**config.mk**
```make
export PLATFORM = sky130hd
export DESIGN_NAME = video_dram_timing_controller
export DESIGN_NICKNAME = d
export VERILOG_FILES = /design/src/rtl/video_dram_pkg.sv /design/src/rtl/video_dram_timing_controller.sv
export SDC_FILE = /design/constraint.sdc
export NUM_CORES = 1
export LEC_CHECK = 0
export CAP_MARGIN = 20
export CORE_ASPECT_RATIO = 1.25
export CORE_MARGIN = 2
export CORE_UTILIZATION = 35
export DETAILED_ROUTE_END_ITERATION = 10
export DONT_BUFFER_PORTS = 1
export REMOVE_ABC_BUFFERS = 1
export SLEW_MARGIN = 20
export SYNTH_ARGS = -nofsm -noshare
export SYNTH_HDL_FRONTEND = slang
export SYNTH_SLANG_ARGS = --single-unit
```
**constraint.sdc**
```tcl
create_clock -name CLK -period 2.2 [get_ports CLK]
set_input_delay 0.66 -clock CLK [delete_from_list [all_inputs] [get_ports CLK]]
set_output_delay 0.66 -clock CLK [all_outputs]
set_load 0.05 [all_outputs]
```
**src/rtl/video_dram_pkg.sv**
```systemverilog
// Shared types and constants for the video DRAM timing controller.
package video_dram_pkg;

  localparam int ROW_BITS   = 7;
  localparam int ADDR_BITS  = 14;
  localparam int REF_CYCLES = 2;
  localparam int CNT_W      = 2;

  typedef enum logic [2:0] {
    IDLE    = 3'd0,
    ROW     = 3'd1,
    COL     = 3'd2,
    PRE     = 3'd3,
    REF_ROW = 3'd4,
    REF_PRE = 3'd5
  } state_t;

endpackage

```
**src/rtl/video_dram_timing_controller.sv**
```systemverilog
// DRAM strobe/address sequencer arbitrating refresh, video fetch and blitter accesses.
// Request/ack semantics: a request high on any CLK edge sets (or merges into) its pending flag;
// the matching ACK pulses for one clock in the last CAS clock of the access serving it.
module video_dram_timing_controller
  import video_dram_pkg::*;
#(
  parameter int CAS_CYCLES = 2,
  parameter int PRE_CYCLES = 1
) (
  input  logic                 CLK,
  input  logic                 RESET_AL,
  input  logic                 VID_REQ,
  input  logic [ADDR_BITS-1:0] AVAX,
  input  logic                 BLT_REQ,
  input  logic [ADDR_BITS-1:0] AVBX,
  input  logic                 BLT_WE,
  input  logic                 REFRESH_TICK,
  output logic [ROW_BITS-1:0]  MA,
  output logic                 RAS_AL,
  output logic                 CAS_AL,
  output logic                 WE_AL,
  output logic                 VID_ACK,
  output logic                 BLT_ACK,
  output logic                 BUSY,
  output state_t               DBG_STATE
);

  localparam logic [CNT_W-1:0] CAS_LAST = CNT_W'(CAS_CYCLES - 1);
  localparam logic [CNT_W-1:0] PRE_LAST = CNT_W'(PRE_CYCLES - 1);
  localparam logic [CNT_W-1:0] REF_LAST = CNT_W'(REF_CYCLES - 1);

  state_t               r_state, w_next;
  logic [CNT_W-1:0]     r_cnt, w_cnt_next;
  logic                 r_ref_pend, r_vid_pend, r_blt_pend;
  logic [ADDR_BITS-1:0] r_vid_addr, r_blt_addr, r_cur_addr, w_cur_addr;
  logic                 r_blt_we, r_cur_blt, r_cur_we, w_cur_blt, w_cur_we;
  logic                 w_sel_blt;
  logic [ROW_BITS-1:0]  r_ref_cnt, r_ma;
  logic                 r_ras_al, r_cas_al, r_we_al, r_vid_ack, r_blt_ack;
  logic                 w_acc_done, w_ref_done, w_vid_clr, w_blt_clr;

  assign w_acc_done = (r_state == COL) && (r_cnt == CAS_LAST);
  assign w_ref_done = (r_state == REF_ROW) && (r_cnt == REF_LAST);
  assign w_vid_clr  = w_acc_done && !r_cur_blt;
  assign w_blt_clr  = w_acc_done && r_cur_blt;

  // Same-edge requests are considered in IDLE, so arbitration looks through the flags.
  always_comb begin
    w_next    = r_state;
    w_sel_blt = 1'b0;
    case (r_state)
      IDLE: begin
        if (r_ref_pend || REFRESH_TICK)  w_next = REF_ROW;
        else if (r_vid_pend || VID_REQ)  w_next = ROW;
        else if (r_blt_pend || BLT_REQ) begin
          w_next    = ROW;
          w_sel_blt = 1'b1;
        end
      end
      ROW:     w_next = COL;
      COL:     if (w_acc_done) w_next = PRE;
      PRE:     if (r_cnt == PRE_LAST) w_next = IDLE;
      REF_ROW: if (w_ref_done) w_next = REF_PRE;
      REF_PRE: if (r_cnt == PRE_LAST) w_next = IDLE;
      default: w_next = IDLE;
    endcase
    w_cnt_next = (w_next == r_state) ? r_cnt + {{(CNT_W-1){1'b0}}, 1'b1} : '0;
  end

  always_comb begin
    w_cur_addr = r_cur_addr;
    w_cur_blt  = r_cur_blt;
    w_cur_we   = r_cur_we;
    if (r_state == IDLE) begin
      w_cur_blt = w_sel_blt;
      if (w_sel_blt) begin
        w_cur_addr = r_blt_pend ? r_blt_addr : AVBX;
        w_cur_we   = r_blt_pend ? r_blt_we : BLT_WE;
      end else begin
        w_cur_addr = r_vid_pend ? r_vid_addr : AVAX;
        w_cur_we   = 1'b0;
      end
    end
  end

  always_ff @(posedge CLK or negedge RESET_AL) begin
    if (!RESET_AL) begin
      r_state    <= IDLE;
      r_cnt      <= '0;
      r_ref_pend <= 1'b0;
      r_vid_pend <= 1'b0;
      r_blt_pend <= 1'b0;
      r_vid_addr <= '0;
      r_blt_addr <= '0;
      r_blt_we   <= 1'b0;
      r_cur_addr <= '0;
      r_cur_blt  <= 1'b0;
      r_cur_we   <= 1'b0;
      r_ref_cnt  <= '0;
    end else begin
      r_state    <= w_next;
      r_cnt      <= w_cnt_next;
      r_cur_addr <= w_cur_addr;
      r_cur_blt  <= w_cur_blt;
      r_cur_we   <= w_cur_we;
      // A flag that clears on this edge is free to be re-armed by a request on the same edge.
      if (REFRESH_TICK && (!r_ref_pend || w_ref_done)) r_ref_pend <= 1'b1;
      else if (w_ref_done)                              r_ref_pend <= 1'b0;
      if (VID_REQ && (!r_vid_pend || w_vid_clr)) begin
        r_vid_pend <= 1'b1;
        r_vid_addr <= AVAX;
      end else if (w_vid_clr) begin
        r_vid_pend <= 1'b0;
      end
      if (BLT_REQ && (!r_blt_pend || w_blt_clr)) begin
        r_blt_pend <= 1'b1;
        r_blt_addr <= AVBX;
        r_blt_we   <= BLT_WE;
      end else if (w_blt_clr) begin
        r_blt_pend <= 1'b0;
      end
      if (w_ref_done) r_ref_cnt <= r_ref_cnt + 7'd1;
    end
  end

  // Strobes are decoded from the next state so they change on the same edge as the FSM.
  always_ff @(posedge CLK or negedge RESET_AL) begin
    if (!RESET_AL) begin
      r_ma      <= '0;
      r_ras_al  <= 1'b1;
      r_cas_al  <= 1'b1;
      r_we_al   <= 1'b1;
      r_vid_ack <= 1'b0;
      r_blt_ack <= 1'b0;
    end else begin
      r_ras_al  <= !((w_next == ROW) || (w_next == COL) || (w_next == REF_ROW));
      r_cas_al  <= !(w_next == COL);
      r_we_al   <= !((w_next == COL) && w_cur_blt && w_cur_we);
      r_vid_ack <= (w_next == COL) && (w_cnt_next == CAS_LAST) && !w_cur_blt;
      r_blt_ack <= (w_next == COL) && (w_cnt_next == CAS_LAST) && w_cur_blt;
      case (w_next)
        ROW:     r_ma <= w_cur_addr[ROW_BITS-1:0];
        COL:     r_ma <= w_cur_addr[ADDR_BITS-1:ROW_BITS];
        REF_ROW: r_ma <= r_ref_cnt;
        default: r_ma <= r_ma;
      endcase
    end
  end

  assign MA        = r_ma;
  assign RAS_AL    = r_ras_al;
  assign CAS_AL    = r_cas_al;
  assign WE_AL     = r_we_al;
  assign VID_ACK   = r_vid_ack;
  assign BLT_ACK   = r_blt_ack;
  assign BUSY      = (r_state != IDLE);
  assign DBG_STATE = r_state;

endmodule
```
==> results.cfg <==
[detailed_routing]
detail_route.wl_per_cell_um = 18.80
drt-vias-per-instance = 5.365
drt_iter0_drc = 67
postRouteAntennaNets = 0
num_vias = 2237
drc = 0
wirelength_um = 7841
dr.pass1.iters = 4

[sta]
layout_min_cycle_time_ps = 2147
slew_headroom_pct = 50.13
final.period_utilization_pct = 97.58
worst_hold_slack_ps = 25.24
rsz0062_at_grt = no
hold_viol_final = 0
skew_ps = 4.179
fmax_ghz = 0.4658
setup_tns_ps = 0
finalMaxSlewViolations = 0
setup_slack_ps = 53.31
setup_viol = 0
max_slew.worst_pin.slew_ps = 743.6

[setup_path]
arrival_ps = 1490
critical-path-slowest-cell = or3_1
critPathLaunchType = register
reg2reg_depth = 6
worstPathRequired_ps = 1540
r2r_end = MA[4]$_DFFE_PN0N_
startpoint = DBG_STATE[2]$_DFF_PN0_
worstSetupEndpoint = BUSY
ff2ff_setup_slack_ps = 270
critPathMaxFanout = 18
crit_path_end_kind = primary output
path_cells = or3_1 -> buf_4
r2r_start = r_cnt[0]$_DFF_PN0_
slowest_delay_ps = 450
crit_type = reg2out

[grt]
track_usage_pct = 16.76
grt_max_degree = 66
antenna_found_initial = 0
grt_pass1_wl_um = 13040
overflow = 0
grt_pass1_vias = 2417

[cells_and_area]
fin_util_pct = 41.71
area_growth_pct = 15.44
postLayoutCellArea_mm2 = 0.003826
layout.nets = 326
layout-drive-gt1-share_pct = 30.61
antennaDiodeCount = 0

[yosys]
synthMuxAreaShare_pct = 15.63
synth_edf_count = 0
ys_ff_latch = 65
yosysTopAreaCellShare_pct = 46.81
yosys-top-cells-count = dfrtp_1, mux2_2, a21oi_1, o21ai_0, nor2b_1
synth_top_family_by_area = compound AO/OA/AOI/OAI gates
ys_async_sr_fraction_pct = 100.0
postSynthCellCount = 280
synth_area_leaders = dfrtp_1, mux2_2, a2111oi_2
synth-xor-area-share_pct = 1.850
synth-seq-area-share_pct = 49.19
synth_adder_area_share_pct = 1.133
syn_area_mm2 = 0.003314
synth_ff_type = dfrtp_1
syn_avg_cell_area_um2 = 11.84
synth_compound_area_share_pct = 18.01
yosys.area.top_type = dfrtp_1
ys_types = 48
yosys_warnings = 0
synth-simple-area-share_pct = 10.46
yosysMostFrequentCell = dfrtp_1

[clock_network]
htree_levels = 3
clk_path_buf_depth = 2
numCtsBuffers = 9
cts_tree = done
clock_latency_ps = 330
cts_sinks = 65
cts-resized-gates = 0
cts-root-buf = clkbuf_16
clk_pin_slew_worst_paths_ps = 50
post_cts_buffers = 0
ctsHoldBuffers = 0

[run]
drv_cap = 0

[pwr]
vdd_ir_drop_max_mv = 0.4094
power.leakage_uw = 0.001699
powerDensity_mw_per_mm2 = 1219

[floorplanning]
core_mm2 = 0.009174
dieArea_mm2 = 0.01027
die_h_um = 112.8
ios = 50
placementRows = 39
die_w_um = 91.04
start_util_pct = 36.13

[placed_design]
place_congestion = 0.8205
dp_hpwl_um = 5752
dp_slack_ps = 87.98
io_buffers = 0
placed_cell_area_mm2 = 0.003498

[status]
status = finished, final reports clean

[hold_path]
min_path_type = in2async
## flip-flops by register name, summed over array words and instances, names as in the netlist, 2 cells and up
register    flops
r_blt_addr     14
r_vid_addr     14
MA              7
r_cur_addr      7
r_ref_cnt       7
DBG_STATE       3
r_cnt           2
## cell families after synthesis
| logic type | count (synthesis) |
|---|---|
| buf+inv | 26 |
| compound gates | 72 |
| fa+ha+maj | 3 |
| simple gates | 60 |
| xor+xnor | 7 |
| mux | 47 |
| flops | 65 |
## power by group
part           switching (µW)  total, µW  internal [µW]
Combinational             626       1190            559
Sequential                482       1950           1460
Clock                     500       1530           1030
Total                    1610       4660           3060
## layer usage
layer / global-route usage (%) / vias to the layer above / wire [µm]
li1: - / 1062 / -
met1: 18.77 / 1117 / 3173
met2: 29.09 / 47 / 4093
met3: 6.391 / 11 / 416
met4: 5.960 / 0 / 156
met5: 0 / - / 0
## through the flow
stage	std cells	total power, µW
after global placement	401	3142
after floorplan	261	2780
after global routing	417	4923
after detailed placement	401	3174
after CTS	417	4724
final	417	4663
## area by class of cell
class                   instances  area [µm²]
fillers                       919        5348
flip-flops and latches         65        1630
multi-input cells             189        1560
clock buffers                  15       297.8
well taps                     123       153.9
repair buffers                 17       127.6
clock inverters                 1       30.03
inverters                       7       26.28
## worst max-delay path: cells and delay by family, from the launching register on
family        cells  cell delay (ps)
flops             1              430
buf+inv           1              270
simple gates      1              450
## cells in the final DEF, fill, tap and decap left out, types with 9 or more instances in the layout
| cell | count |
|---|---|
| mux2i_1 | 9 |
| nor2_1 | 10 |
| buf_4 | 17 |
| dfrtp_1 | 62 |
| mux2_2 | 38 |
| clkbuf_16 | 9 |
| a21oi_1 | 16 |
| nand2_1 | 12 |
| o21ai_0 | 16 |
| nor2b_1 | 14 |
## how the worst min path moves through the flow
| stage | to | startpoint | cells past startpoint |
|---|---|---|---|
| floorplan | BLT_ACK$_DFF_PN0_ | RESET_AL | 0 |
| global placement | r_vid_addr[2]$_DFFE_PN0P_ | RESET_AL | 0 |
| detailed placement | r_vid_addr[2]$_DFFE_PN0P_ | RESET_AL | 0 |
| CTS | r_vid_addr[2]$_DFFE_PN0P_ | RESET_AL | 0 |
| global route | r_vid_pend$_DFFE_PN0P_ | RESET_AL | 0 |
| finish | r_vid_pend$_DFFE_PN0P_ | RESET_AL | 0 |
No activity file was read; power rests on OpenSTA's default activity.
